`src/rtl/tlx_rsp_pkg.sv`:
```
// Shared TLX response opcodes, resp_codes and rsp_typ bit positions.
// The retry queue imports the same rsp_typ indices.
package tlx_rsp_pkg;

  localparam logic [7:0] OP_READ_RESP    = 8'h04;
  localparam logic [7:0] OP_READ_FAILED  = 8'h05;
  localparam logic [7:0] OP_WRITE_RESP   = 8'h08;
  localparam logic [7:0] OP_WRITE_FAILED = 8'h09;
  localparam logic [7:0] OP_INTRP_RESP   = 8'h0C;
  localparam logic [7:0] OP_XLATE_DONE   = 8'h18;

  localparam logic [3:0] RC_DONE          = 4'h0;
  localparam logic [3:0] RC_RTY_REQ       = 4'h2;
  localparam logic [3:0] RC_XLATE_PENDING = 4'h4;

  localparam int TYP_W             = 5;
  localparam int TYP_XPEND         = 0;
  localparam int TYP_XDONE_BACKOFF = 1;
  localparam int TYP_XDONE_IMM     = 2;
  localparam int TYP_RTY_REQ       = 3;
  localparam int TYP_PARTIAL       = 4;

  typedef enum logic {
    ERR_IDLE = 1'b0,
    ERR_HELD = 1'b1
  } err_state_e;

endpackage

```
`src/rtl/tlx_rsp_decode_if.sv`:
```
// TLX response bus, credit return, retry strobe stream and completion stream.
// master = TLX/test side, slave = decoder.
interface tlx_rsp_decode_if #(
  parameter int TAGW = 7
);
  import tlx_rsp_pkg::*;

  logic             tlx_afu_resp_valid;
  logic [7:0]       tlx_afu_resp_opcode;
  logic [15:0]      tlx_afu_resp_afutag;
  logic [3:0]       tlx_afu_resp_code;
  logic [1:0]       tlx_afu_resp_dp;
  logic [1:0]       tlx_afu_resp_dl;

  logic [6:0]       afu_tlx_resp_initial_credit;
  logic             afu_tlx_resp_credit;

  logic             rsp_den;
  logic [1:0]       rsp_pos;
  logic [TAGW-1:0]  rsp_tag;
  logic [TYP_W-1:0] rsp_typ;

  logic             cmpl_valid;
  logic             cmpl_ok;
  logic [TAGW-1:0]  cmpl_tag;
  logic [1:0]       cmpl_pos;
  logic [1:0]       cmpl_dl;

  modport master (
    output tlx_afu_resp_valid, tlx_afu_resp_opcode, tlx_afu_resp_afutag,
           tlx_afu_resp_code, tlx_afu_resp_dp, tlx_afu_resp_dl,
    input  afu_tlx_resp_initial_credit, afu_tlx_resp_credit,
           rsp_den, rsp_pos, rsp_tag, rsp_typ,
           cmpl_valid, cmpl_ok, cmpl_tag, cmpl_pos, cmpl_dl
  );

  modport slave (
    input  tlx_afu_resp_valid, tlx_afu_resp_opcode, tlx_afu_resp_afutag,
           tlx_afu_resp_code, tlx_afu_resp_dp, tlx_afu_resp_dl,
    output afu_tlx_resp_initial_credit, afu_tlx_resp_credit,
           rsp_den, rsp_pos, rsp_tag, rsp_typ,
           cmpl_valid, cmpl_ok, cmpl_tag, cmpl_pos, cmpl_dl
  );

endinterface

```
`src/rtl/rsp_stat_cnt.sv`:
```
// Saturating 32-bit event counter; clr has priority over inc.
// Count is visible the cycle after the inc pulse.
module rsp_stat_cnt (
  input  logic        clk,
  input  logic        rst_n,
  input  logic        inc,
  input  logic        clr,
  output logic [31:0] cnt
);

  always_ff @(posedge clk or negedge rst_n) begin
    if (!rst_n) begin
      cnt <= '0;
    end else if (clr) begin
      cnt <= '0;
    end else if (inc && (cnt != '1)) begin
      cnt <= cnt + 32'd1;
    end
  end

endmodule

```
`src/rtl/tlx_rsp_decode.sv`:
```
// Classifies TLX responses into retry strobes / completions, 1-cycle latency, no backpressure.
// Returns credits, flags credit overrun, captures first fatal; RSP_STATS_EN adds event counters.
module tlx_rsp_decode
  import tlx_rsp_pkg::*;
#(
  parameter int TAGW        = 7,
  parameter int PRT_BIT     = 15,
  parameter int INIT_CREDIT = 16
) (
  input  logic              clk,
  input  logic              rst_n,
  tlx_rsp_decode_if.slave   bus,
  input  logic              err_clear,
  output logic              err_valid,
  output logic [29:0]       err_info,
  output logic              credit_overrun
`ifdef RSP_STATS_EN
  ,
  output logic [31:0]       stat_retry,
  output logic [31:0]       stat_xpend,
  output logic [31:0]       stat_fail
`endif
);

  logic             resp_vld;
  logic [7:0]       op;
  logic [3:0]       code;
  logic [15:0]      afutag;

  logic [TYP_W-1:0] typ_d;
  logic             den_d;
  logic             cmpl_d;
  logic             ok_d;
  logic             fatal_d;

  assign resp_vld = bus.tlx_afu_resp_valid;
  assign op       = bus.tlx_afu_resp_opcode;
  assign code     = bus.tlx_afu_resp_code;
  assign afutag   = bus.tlx_afu_resp_afutag;

  assign bus.afu_tlx_resp_initial_credit = 7'(INIT_CREDIT);

  // A fatal XLATE_DONE still emits xdone_backoff so pending/done stay paired downstream.
  always_comb begin
    typ_d   = '0;
    cmpl_d  = 1'b0;
    ok_d    = 1'b0;
    fatal_d = 1'b0;
    if (resp_vld) begin
      case (op)
        OP_READ_FAILED, OP_WRITE_FAILED: begin
          if (code == RC_XLATE_PENDING)  typ_d[TYP_XPEND]   = 1'b1;
          else if (code == RC_RTY_REQ)   typ_d[TYP_RTY_REQ] = 1'b1;
          else begin
            cmpl_d  = 1'b1;
            fatal_d = 1'b1;
          end
        end
        OP_XLATE_DONE: begin
          if (code == RC_DONE) begin
            typ_d[TYP_XDONE_IMM] = 1'b1;
          end else begin
            typ_d[TYP_XDONE_BACKOFF] = 1'b1;
            fatal_d = (code != RC_RTY_REQ);
          end
        end
        OP_READ_RESP, OP_WRITE_RESP, OP_INTRP_RESP: begin
          cmpl_d = 1'b1;
          ok_d   = 1'b1;
        end
        default: fatal_d = 1'b1;
      endcase
      typ_d[TYP_PARTIAL] = (|typ_d[TYP_RTY_REQ:TYP_XPEND]) & afutag[PRT_BIT];
    end
  end

  assign den_d = |typ_d[TYP_RTY_REQ:TYP_XPEND];

  always_ff @(posedge clk or negedge rst_n) begin
    if (!rst_n) begin
      bus.rsp_den             <= 1'b0;
      bus.rsp_typ             <= '0;
      bus.rsp_tag             <= '0;
      bus.rsp_pos             <= '0;
      bus.cmpl_valid          <= 1'b0;
      bus.cmpl_ok             <= 1'b0;
      bus.cmpl_tag            <= '0;
      bus.cmpl_pos            <= '0;
      bus.cmpl_dl             <= '0;
      bus.afu_tlx_resp_credit <= 1'b0;
    end else begin
      bus.rsp_den             <= den_d;
      bus.rsp_typ             <= typ_d;
      bus.rsp_tag             <= den_d ? afutag[TAGW-1:0] : '0;
      bus.rsp_pos             <= den_d ? bus.tlx_afu_resp_dp : '0;
      bus.cmpl_valid          <= cmpl_d;
      bus.cmpl_ok             <= ok_d;
      bus.cmpl_tag            <= cmpl_d ? afutag[TAGW-1:0] : '0;
      bus.cmpl_pos            <= cmpl_d ? bus.tlx_afu_resp_dp : '0;
      bus.cmpl_dl             <= cmpl_d ? bus.tlx_afu_resp_dl : '0;
      bus.afu_tlx_resp_credit <= resp_vld;
    end
  end

  // TLX's view of its credits: a returned credit counts once TLX has sampled the pulse.
  logic [6:0] tlx_credits;
  logic       credit_seen_q;

  always_ff @(posedge clk or negedge rst_n) begin
    if (!rst_n) begin
      tlx_credits   <= 7'(INIT_CREDIT);
      credit_seen_q <= 1'b0;
    end else begin
      credit_seen_q <= bus.afu_tlx_resp_credit;
      case ({resp_vld, credit_seen_q})
        2'b10: if (tlx_credits != 7'd0)     tlx_credits <= tlx_credits - 7'd1;
        2'b01: if (tlx_credits != 7'h7f)    tlx_credits <= tlx_credits + 7'd1;
        default: ;
      endcase
    end
  end

  always_ff @(posedge clk or negedge rst_n) begin
    if (!rst_n)                                credit_overrun <= 1'b0;
    else if (err_clear)                        credit_overrun <= 1'b0;
    else if (resp_vld && tlx_credits == 7'd0)  credit_overrun <= 1'b1;
  end

  err_state_e err_state;
  err_state_e err_state_nxt;
  logic       err_load;

  always_ff @(posedge clk or negedge rst_n) begin
    if (!rst_n) err_state <= ERR_IDLE;
    else        err_state <= err_state_nxt;
  end

  always_comb begin
    err_state_nxt = err_state;
    err_load      = 1'b0;
    if (err_clear) begin
      err_state_nxt = ERR_IDLE;
    end else if (err_state == ERR_IDLE && fatal_d) begin
      err_state_nxt = ERR_HELD;
      err_load      = 1'b1;
    end
  end

  assign err_valid = (err_state == ERR_HELD);

  always_ff @(posedge clk or negedge rst_n) begin
    if (!rst_n)        err_info <= '0;
    else if (err_clear) err_info <= '0;
    else if (err_load)  err_info <= {op, code, afutag, bus.tlx_afu_resp_dp};
  end

`ifdef RSP_STATS_EN
  logic fail_d;
  // Unknown opcodes produce neither a retry strobe nor a completion.
  assign fail_d = (cmpl_d & ~ok_d) | (resp_vld & ~den_d & ~cmpl_d);

  rsp_stat_cnt u_stat_retry (
    .clk (clk), .rst_n (rst_n), .inc (typ_d[TYP_RTY_REQ]), .clr (err_clear), .cnt (stat_retry)
  );
  rsp_stat_cnt u_stat_xpend (
    .clk (clk), .rst_n (rst_n), .inc (typ_d[TYP_XPEND]), .clr (err_clear), .cnt (stat_xpend)
  );
  rsp_stat_cnt u_stat_fail (
    .clk (clk), .rst_n (rst_n), .inc (fail_d), .clr (err_clear), .cnt (stat_fail)
  );
`endif

endmodule
```
`src/flat_wrapper.sv`:
```
// flat-port wrapper written by rule: the top's interface ports become plain ports
module tlx_rsp_decode_flat import tlx_rsp_pkg::*;
#(
  parameter int TAGW        = 7,
  parameter int PRT_BIT     = 15,
  parameter int INIT_CREDIT = 16
)
  (clk, rst_n, err_clear, err_valid, err_info, credit_overrun, bus_tlx_afu_resp_valid, bus_tlx_afu_resp_opcode, bus_tlx_afu_resp_afutag, bus_tlx_afu_resp_code, bus_tlx_afu_resp_dp, bus_tlx_afu_resp_dl, bus_afu_tlx_resp_initial_credit, bus_afu_tlx_resp_credit, bus_rsp_den, bus_rsp_pos, bus_rsp_tag, bus_rsp_typ, bus_cmpl_valid, bus_cmpl_ok, bus_cmpl_tag, bus_cmpl_pos, bus_cmpl_dl);
  tlx_rsp_decode_if #(.TAGW(TAGW)) bus_i ();
  input  logic clk;
  input  logic rst_n;
  input  logic err_clear;
  output logic err_valid;
  output logic [29:0] err_info;
  output logic credit_overrun;
  input wire logic [$bits(bus_i.tlx_afu_resp_valid)-1:0] bus_tlx_afu_resp_valid;
  input wire logic [$bits(bus_i.tlx_afu_resp_opcode)-1:0] bus_tlx_afu_resp_opcode;
  input wire logic [$bits(bus_i.tlx_afu_resp_afutag)-1:0] bus_tlx_afu_resp_afutag;
  input wire logic [$bits(bus_i.tlx_afu_resp_code)-1:0] bus_tlx_afu_resp_code;
  input wire logic [$bits(bus_i.tlx_afu_resp_dp)-1:0] bus_tlx_afu_resp_dp;
  input wire logic [$bits(bus_i.tlx_afu_resp_dl)-1:0] bus_tlx_afu_resp_dl;
  output wire logic [$bits(bus_i.afu_tlx_resp_initial_credit)-1:0] bus_afu_tlx_resp_initial_credit;
  output wire logic [$bits(bus_i.afu_tlx_resp_credit)-1:0] bus_afu_tlx_resp_credit;
  output wire logic [$bits(bus_i.rsp_den)-1:0] bus_rsp_den;
  output wire logic [$bits(bus_i.rsp_pos)-1:0] bus_rsp_pos;
  output wire logic [$bits(bus_i.rsp_tag)-1:0] bus_rsp_tag;
  output wire logic [$bits(bus_i.rsp_typ)-1:0] bus_rsp_typ;
  output wire logic [$bits(bus_i.cmpl_valid)-1:0] bus_cmpl_valid;
  output wire logic [$bits(bus_i.cmpl_ok)-1:0] bus_cmpl_ok;
  output wire logic [$bits(bus_i.cmpl_tag)-1:0] bus_cmpl_tag;
  output wire logic [$bits(bus_i.cmpl_pos)-1:0] bus_cmpl_pos;
  output wire logic [$bits(bus_i.cmpl_dl)-1:0] bus_cmpl_dl;
  assign bus_i.tlx_afu_resp_valid = bus_tlx_afu_resp_valid;
  assign bus_i.tlx_afu_resp_opcode = bus_tlx_afu_resp_opcode;
  assign bus_i.tlx_afu_resp_afutag = bus_tlx_afu_resp_afutag;
  assign bus_i.tlx_afu_resp_code = bus_tlx_afu_resp_code;
  assign bus_i.tlx_afu_resp_dp = bus_tlx_afu_resp_dp;
  assign bus_i.tlx_afu_resp_dl = bus_tlx_afu_resp_dl;
  assign bus_afu_tlx_resp_initial_credit = bus_i.afu_tlx_resp_initial_credit;
  assign bus_afu_tlx_resp_credit = bus_i.afu_tlx_resp_credit;
  assign bus_rsp_den = bus_i.rsp_den;
  assign bus_rsp_pos = bus_i.rsp_pos;
  assign bus_rsp_tag = bus_i.rsp_tag;
  assign bus_rsp_typ = bus_i.rsp_typ;
  assign bus_cmpl_valid = bus_i.cmpl_valid;
  assign bus_cmpl_ok = bus_i.cmpl_ok;
  assign bus_cmpl_tag = bus_i.cmpl_tag;
  assign bus_cmpl_pos = bus_i.cmpl_pos;
  assign bus_cmpl_dl = bus_i.cmpl_dl;
  tlx_rsp_decode #(.TAGW(TAGW), .PRT_BIT(PRT_BIT), .INIT_CREDIT(INIT_CREDIT)) u_core (.clk(clk), .rst_n(rst_n), .bus(bus_i), .err_clear(err_clear), .err_valid(err_valid), .err_info(err_info), .credit_overrun(credit_overrun));
endmodule
```
`config.mk`:
```
export PLATFORM = sky130hd
export DESIGN_NAME = tlx_rsp_decode_flat
export DESIGN_NICKNAME = d
export VERILOG_FILES = /design/src/rtl/tlx_rsp_pkg.sv /design/src/rtl/tlx_rsp_decode_if.sv /design/src/rtl/rsp_stat_cnt.sv /design/src/rtl/tlx_rsp_decode.sv /design/src/flat_wrapper.sv
export SDC_FILE = /design/constraint.sdc
export NUM_CORES = 1
export LEC_CHECK = 0
export BUFFER_PORTS_ARGS = -buffer_cell sky130_fd_sc_hd__buf_2
export CORE_AREA = 2 2 85 87
export DETAILED_ROUTE_END_ITERATION = 8
export DIE_AREA = 0 0 87 89
export PLACE_DENSITY = 0.78
export SYNTH_ARGS = -nofsm -noshare
export SYNTH_HDL_FRONTEND = slang
export SYNTH_SLANG_ARGS = --single-unit
```
`constraint.sdc`:
```
create_clock -name clk -period 3.4 [get_ports clk]
set_clock_uncertainty 0.05 [all_clocks]
set_input_delay 0.17 -clock clk [delete_from_list [all_inputs] [get_ports clk]]
set_output_delay 0.17 -clock clk [all_outputs]
set_load 0.05 [all_outputs]
```
## After elaboration in Yosys (flattened, before gate mapping)

Cells that the tools add are included.

- Register bits: 69
- Input port bits: 36
- Output and inout bits: 68
- Logic and storage cells: 84

- Add/sub/neg operators: 2
- Eq/ne operators: 14
- Muxes and demuxes: 37
- Bitwise logic cells: 2
- Reductions and logical operators: 14

Operator list:

| kind | count |
|---|---|
| 30-bit 2-to-1 mux | 2 |
| 7-bit 2-to-1 mux | 4 |
| 8-bit by 4-bit equality test with 1-bit output, second input constant | 3 |
| 1-bit 2-to-1 mux | 22 |
| 8-bit by 3-bit equality test with 1-bit output, second input constant | 2 |
| 7-bit case mux with 2 select lines | 1 |
| 2-bit 2-to-1 mux | 5 |
| 8-bit by 5-bit equality test with 1-bit output, second input constant | 1 |
| 2-bit nonzero test | 4 |
| 4-bit OR reduction | 2 |
| 7-bit by 1-bit adder with 7-bit output, second input constant | 1 |
| 7-bit zero test | 1 |
| 7-bit inequality test, second input constant | 1 |
| 7-bit nonzero test | 1 |
| 7-bit by 1-bit subtractor with 7-bit output, second input constant | 1 |
| 5-bit 2-to-1 mux | 1 |
| 4-bit by 2-bit equality test with 1-bit output, second input constant | 1 |
| 4-bit by 3-bit equality test with 1-bit output, second input constant | 1 |
| 4-bit zero test | 1 |
| 2-bit by 1-bit inequality test with 1-bit output, second input constant | 2 |
| 4-bit by 2-bit inequality test with 1-bit output, second input constant | 1 |
| 1-bit case mux with 3 select lines | 1 |
| 3-bit AND reduction | 1 |
| 3-bit OR reduction | 1 |
| 7 further kinds | 8 |

## Depth between registers and ports, before layout

- Word-level depth: 10
- Depth in mapped cells: 9
- Mapped depth without buffers: 9

## Worst setup path before layout

Ideal clock, no wire load.

- Kind: flip-flop to flip-flop
- Start point: reg u_core.credit_seen_q
- End point: reg u_core.tlx_credits[6]
- Library setup time: 0.147 ns
- Arrival time: 2.017 ns
- Required time: 3.203 ns
- Setup slack: 1.185 ns
- Cell stages (with the launch flop): 9
- Buffers on the path: 0
- Period minus slack after synthesis: 2.215 ns
- Path through: dfrtp_1 > ha_1 > inv_1 > ha_1 > nor2b_1 > o31a_1 > mux2i_1 > a2111oi_0 > xor2_1

- Word-level cells in the longest chain between the ends: 3
- Elaborated cells between the ends (all ways): 7
- Those cells by class: 4 x eq/ne; 1 x mux; 2 x reduce/logical

RTL lines:

| element | line | source |
|---|---|---|
| from (decl) | tlx_rsp_decode.sv:107 | `logic credit_seen_q;` |
| from (signal assigned) | tlx_rsp_decode.sv:114 | `credit_seen_q <= bus.afu_tlx_resp_credit;` |
| 2-bit by 1-bit equality test with 1-bit output / 2-bit equality test (equally long branches) | tlx_rsp_decode.sv:115 | `case ({resp_vld, credit_seen_q})` |
| 2-bit by 1-bit inequality test with 1-bit output (no source line) / 2-bit nonzero test (equally long branches) | - |  |
| 3-bit AND reduction (no source line) | - |  |
| to (signal assigned) | tlx_rsp_decode.sv:111 | `tlx_credits <= 7'(INIT_CREDIT);` |
| to (signal assigned) | tlx_rsp_decode.sv:116 | `2'b10: if (tlx_credits != 7'd0) tlx_credits <= tlx_credits - 7'd1;` |
| to (signal assigned) | tlx_rsp_decode.sv:117 | `2'b01: if (tlx_credits != 7'h7f) tlx_credits <= tlx_credits + 7'd1;` |
| to (decl) | tlx_rsp_decode.sv:106 | `logic [6:0] tlx_credits;` |

Parallel ways exist; a longest one is shown, timed or not.
A chain may end at the register's enable or synchronous reset.

## Worst setup path in the final report

- Start point: in bus_tlx_afu_resp_valid
- End point: reg u_core.tlx_credits[6]

- Word-level cells in the longest chain between the ends: 3
- Elaborated cells between the ends (all ways): 7
- Those cells by class: 4 x eq/ne; 1 x mux; 2 x reduce/logical

RTL lines:

| element | line | source |
|---|---|---|
| from (decl) | flat_wrapper.sv:16 | `input wire logic [$bits(bus_i.tlx_afu_resp_valid)-1:0] bus_tlx_afu_resp_valid;` |
| 2-bit by 1-bit equality test with 1-bit output / 2-bit equality test (equally long branches) | tlx_rsp_decode.sv:115 |  |
| 2-bit by 1-bit inequality test with 1-bit output (no source line) / 2-bit nonzero test (equally long branches) | - |  |
| 3-bit AND reduction (no source line) | - |  |

Parallel ways exist; a longest one is shown, timed or not.

==> results.toml <==
[clock_tree]
cts.sinks = 69
cts.clk_slew.worst_paths_ns = 0.09
postCtsSetupBuffers = 0
cts_tree = "yes"
htree_levels = 3
cts_buffers = 9
clk-insertion-delay-late_ns = 0.34
cts-root-buf = "clkbuf_8"
cts_resized = 0
cts_buffer_depth = 2

[cells_and_area]
syn_to_final_growth_pct = 26.7
final_net_count = 409
antenna_cells = 0
drive_above_1_share_pct = 32.4

[power]
switching_share_pct = 35.2
p_clk_share_pct = 28.3
p_comb_share_pct = 26.5
p_int_w = 0.00138
p_leak_nw = 2.14
powerDensity_mw_per_mm2 = 555
p_seq_share_pct = 45.2
power_switching_w = 0.000747
peakVddDrop_mv = 0.183

[timing]
drv_slew = 0
timing.final.crit_period_ns = 2.72
clock.fmax_mhz = 367
hold_viol = 0
tns_ns = 0
grt_setup_unrepaired = "no"
finalSetupViolations = 0
tightest_slew_ns = 0.965
period_share_pct = 80.1
setup_slack_ns = 0.677
relSlewSlack_pct = 35.7

[run]
maxCapViolCount = 0

[synthesis]
ys_seq_area_share_pct = 57.2
synthDominantCellAreaShare_pct = 56.4
synth_edf_count = 0
ys_ff_latch = 69
yosysMostFrequentCell = "dfrtp_1"
synth_common_cells = "dfrtp_1 (68), nor2_1 (37), mux2i_1 (31)"
synthTopCellsByArea = "dfrtp_1 (56%), mux2i_1 (10%), nor2_1 (4.6%), and2_1 (4.4%), ha_1 (2.9%)"
yosysWarnings = 0
avgSynthCellArea_um2 = 11.8
synthesis.area_mm2 = 0.00302
synthDistinctLibCells = 42
async_flop_share_pct = 100
synth-main-ff-cell = "dfrtp_1"
syn_inst = 255
yosys.area.top_type = "dfrtp_1"

[floorplanning]
die_x_um = 87
std_cell_rows = 30
start_util_pct = 44.9
core_area_mm2 = 0.00672
io_pins = 104
die_y_um = 89
die_area_mm2 = 0.00774

[critical_path]
cp-start-kind = "input port"
endpoint_kind = "flop"
path_delay_family = "buffers and inverters"
critPathLaunch = "bus_tlx_afu_resp_valid"
max_stage_delay_ns = 0.53
rr_worst_depth = 8
cp.required_ns = 3.55
path_cells = "dlygate4sd3_1 -> buf_2 -> inv_1 -> ha_1 -> inv_1 -> ha_1 -> nor2b_1 -> o31a_1 -> mux2i_1 -> a2111oi_0 -> xor2_1"
critPathArrivalTime_ns = 2.88
worstSetupPathDepth = 11
critical_path_buf_inv_count = 4
worstSetupPathType = "in2reg"
crit-reg2reg-launch = "u_core.credit_seen_q"
slowest_stage = "dlygate4sd3_1"
cp_max_fo = 9
reg2reg_to = "u_core.tlx_credits[6]"
r2r_slack_ns = 0.96
crit_path_end = "u_core.tlx_credits[6]"

[drt]
viasPerCell = 5.03
drt-initial-drc-count = 80
routedWlPerCell_um = 15.4
ant_nets = 0
dr_total_vias = 2264
firstDrtPassIters = 4
drc = 0
wl_mm = 6.92

[global_routing]
overflow = 0
grt_use_total_pct = 18.7
grt_max_degree = 45
grt_first_pass_wirelength_mm = 11.0
grt_antenna_before_repair = 0
grt_pass1_vias = 2289

[min_path]
min_from = "bus_tlx_afu_resp_afutag[7]"
holdCritPathClass = "in2reg"
holdPathStages = 3

[placed_design]
portBuffers = 96
dp_hpwl_mm = 4.93
place_congestion = 0.877
post-place-ws_ns = 0.900

[outcome]
status = "finished, final reports clean"
-- sequential cells by signal (all words and copies together) (netlist names) --
| name | count |
|---|---|
| u_core.bus.rsp_tag | 7 |
| u_core.bus.cmpl_pos | 2 |
| u_core.bus.cmpl_valid | 1 |
| u_core.err_info | 30 |
| u_core.bus.cmpl_tag | 7 |
| u_core.bus.rsp_den | 1 |
| u_core.bus.rsp_pos | 2 |
| u_core.bus.cmpl_dl | 2 |
| u_core.credit_overrun | 1 |
| u_core.bus.rsp_typ | 5 |
| u_core.bus.afu_tlx_resp_credit | 1 |
| u_core.credit_seen_q | 1 |
| u_core.tlx_credits | 7 |
| u_core.err_valid | 1 |
| u_core.bus.cmpl_ok | 1 |
-- final cells by class --
cell class | instances | area [um2]
Fill cell | 590 | 2890
Sequential cell | 69 | 1730
Multi-Input combinational cell | 165 | 1160
Timing Repair Buffer | 113 | 641
Clock buffer | 9 | 124
Tap cell | 80 | 100
Clock inverter | 7 | 51.3
Inverter | 7 | 26.3
-- worst register-to-register path: cells and delay by family (launching register included) --
family                   cells  cell delay [ns]
XOR/XNOR                     1             0.12
adder cells (fa/ha/maj)      2             0.65
AO/OA/AOI/OAI                2             0.67
multiplexers                 1             0.12
flip-flops                   1             0.35
buffers and inverters        1             0.17
AND/OR/NAND/NOR              1             0.17
-- power by group through the flow --
stage / combinational (W) / sequential (W) / clock (W)
finish: 0.000562 / 0.000960 / 0.000601
global route: 0.000625 / 0.000968 / 0.000648
CTS: 0.000564 / 0.000959 / 0.000610
detailed placement: 0.000549 / 0.000975 / 0
global placement: 0.000525 / 0.000975 / 0
floorplan: 0.000339 / 0.00104 / 0
-- logic make-up (layout without fill, tap and decap cells) --
family / after synthesis / in the layout / synth area share [%]
simple gates: 84 / 84 / 14.3
flops: 69 / 69 / 57.2
mux: 31 / 31 / 10.3
compound gates: 28 / 28 / 7.13
buf+inv: 26 / 136 / 5.26
fa+ha+maj: 8 / 8 / 3.56
xor+xnor: 7 / 7 / 2.03
other cells: 2 / 7 / 0.249
-- per-stage QoR --
step           power (W)  instance area, um2  hold WS, ns  std cells  util, %
2_1_floorplan    0.00138                3040       -0.176        260        -
3_3_place_gp     0.00150                3520        0.308        421     52.4
3_5_place_dp     0.00152                3520        0.317        421     52.4
4_1_cts          0.00213                3830     0.000102        450     56.9
5_1_grt          0.00224                3830       0.0153        450     56.9
6_report         0.00212                3830       0.0120        450     56.9
-- how the worst min path moves through the flow --
stage,end
finish,u_core.err_info[9]
global route,u_core.bus.rsp_typ[3]
CTS,u_core.bus.rsp_typ[3]
detailed placement,u_core.err_info[13]
global placement,u_core.err_info[13]
floorplan,u_core.bus.afu_tlx_resp_credit
-- placed cells by master (no fill, tap or decap), types with 4 or more instances in the layout --
cell type      count
a21oi_1            5
and2_1            21
buf_2             96
buf_4              4
clkbuf_8           9
conb_1             7
dfrtp_1           68
dlygate4sd3_1     13
ha_1               7
inv_1              7
mux2i_1           31
nand2_1            7
nor2_1            37
nor4_1             4
o21ai_0            6
xor2_1             5
-- timing repair --
action                                  4_1_cts  5_1_grt
hold buffers                                 13        0
hold endpoints to repair                     60        0
endpoints found under the setup margin        0        0
-- per-layer routing --
metal  GRT usage, %  share of wire, %  vias up  wire [um]
met5              0                 0        -          0
met4           8.52               2.6        0        183
met3           4.52               4.3       14        296
met2           32.5                51       66       3560
met1           22.0                42     1102       2890
li1               -                 -     1082          -
No activity file was read; power rests on OpenSTA's default activity.
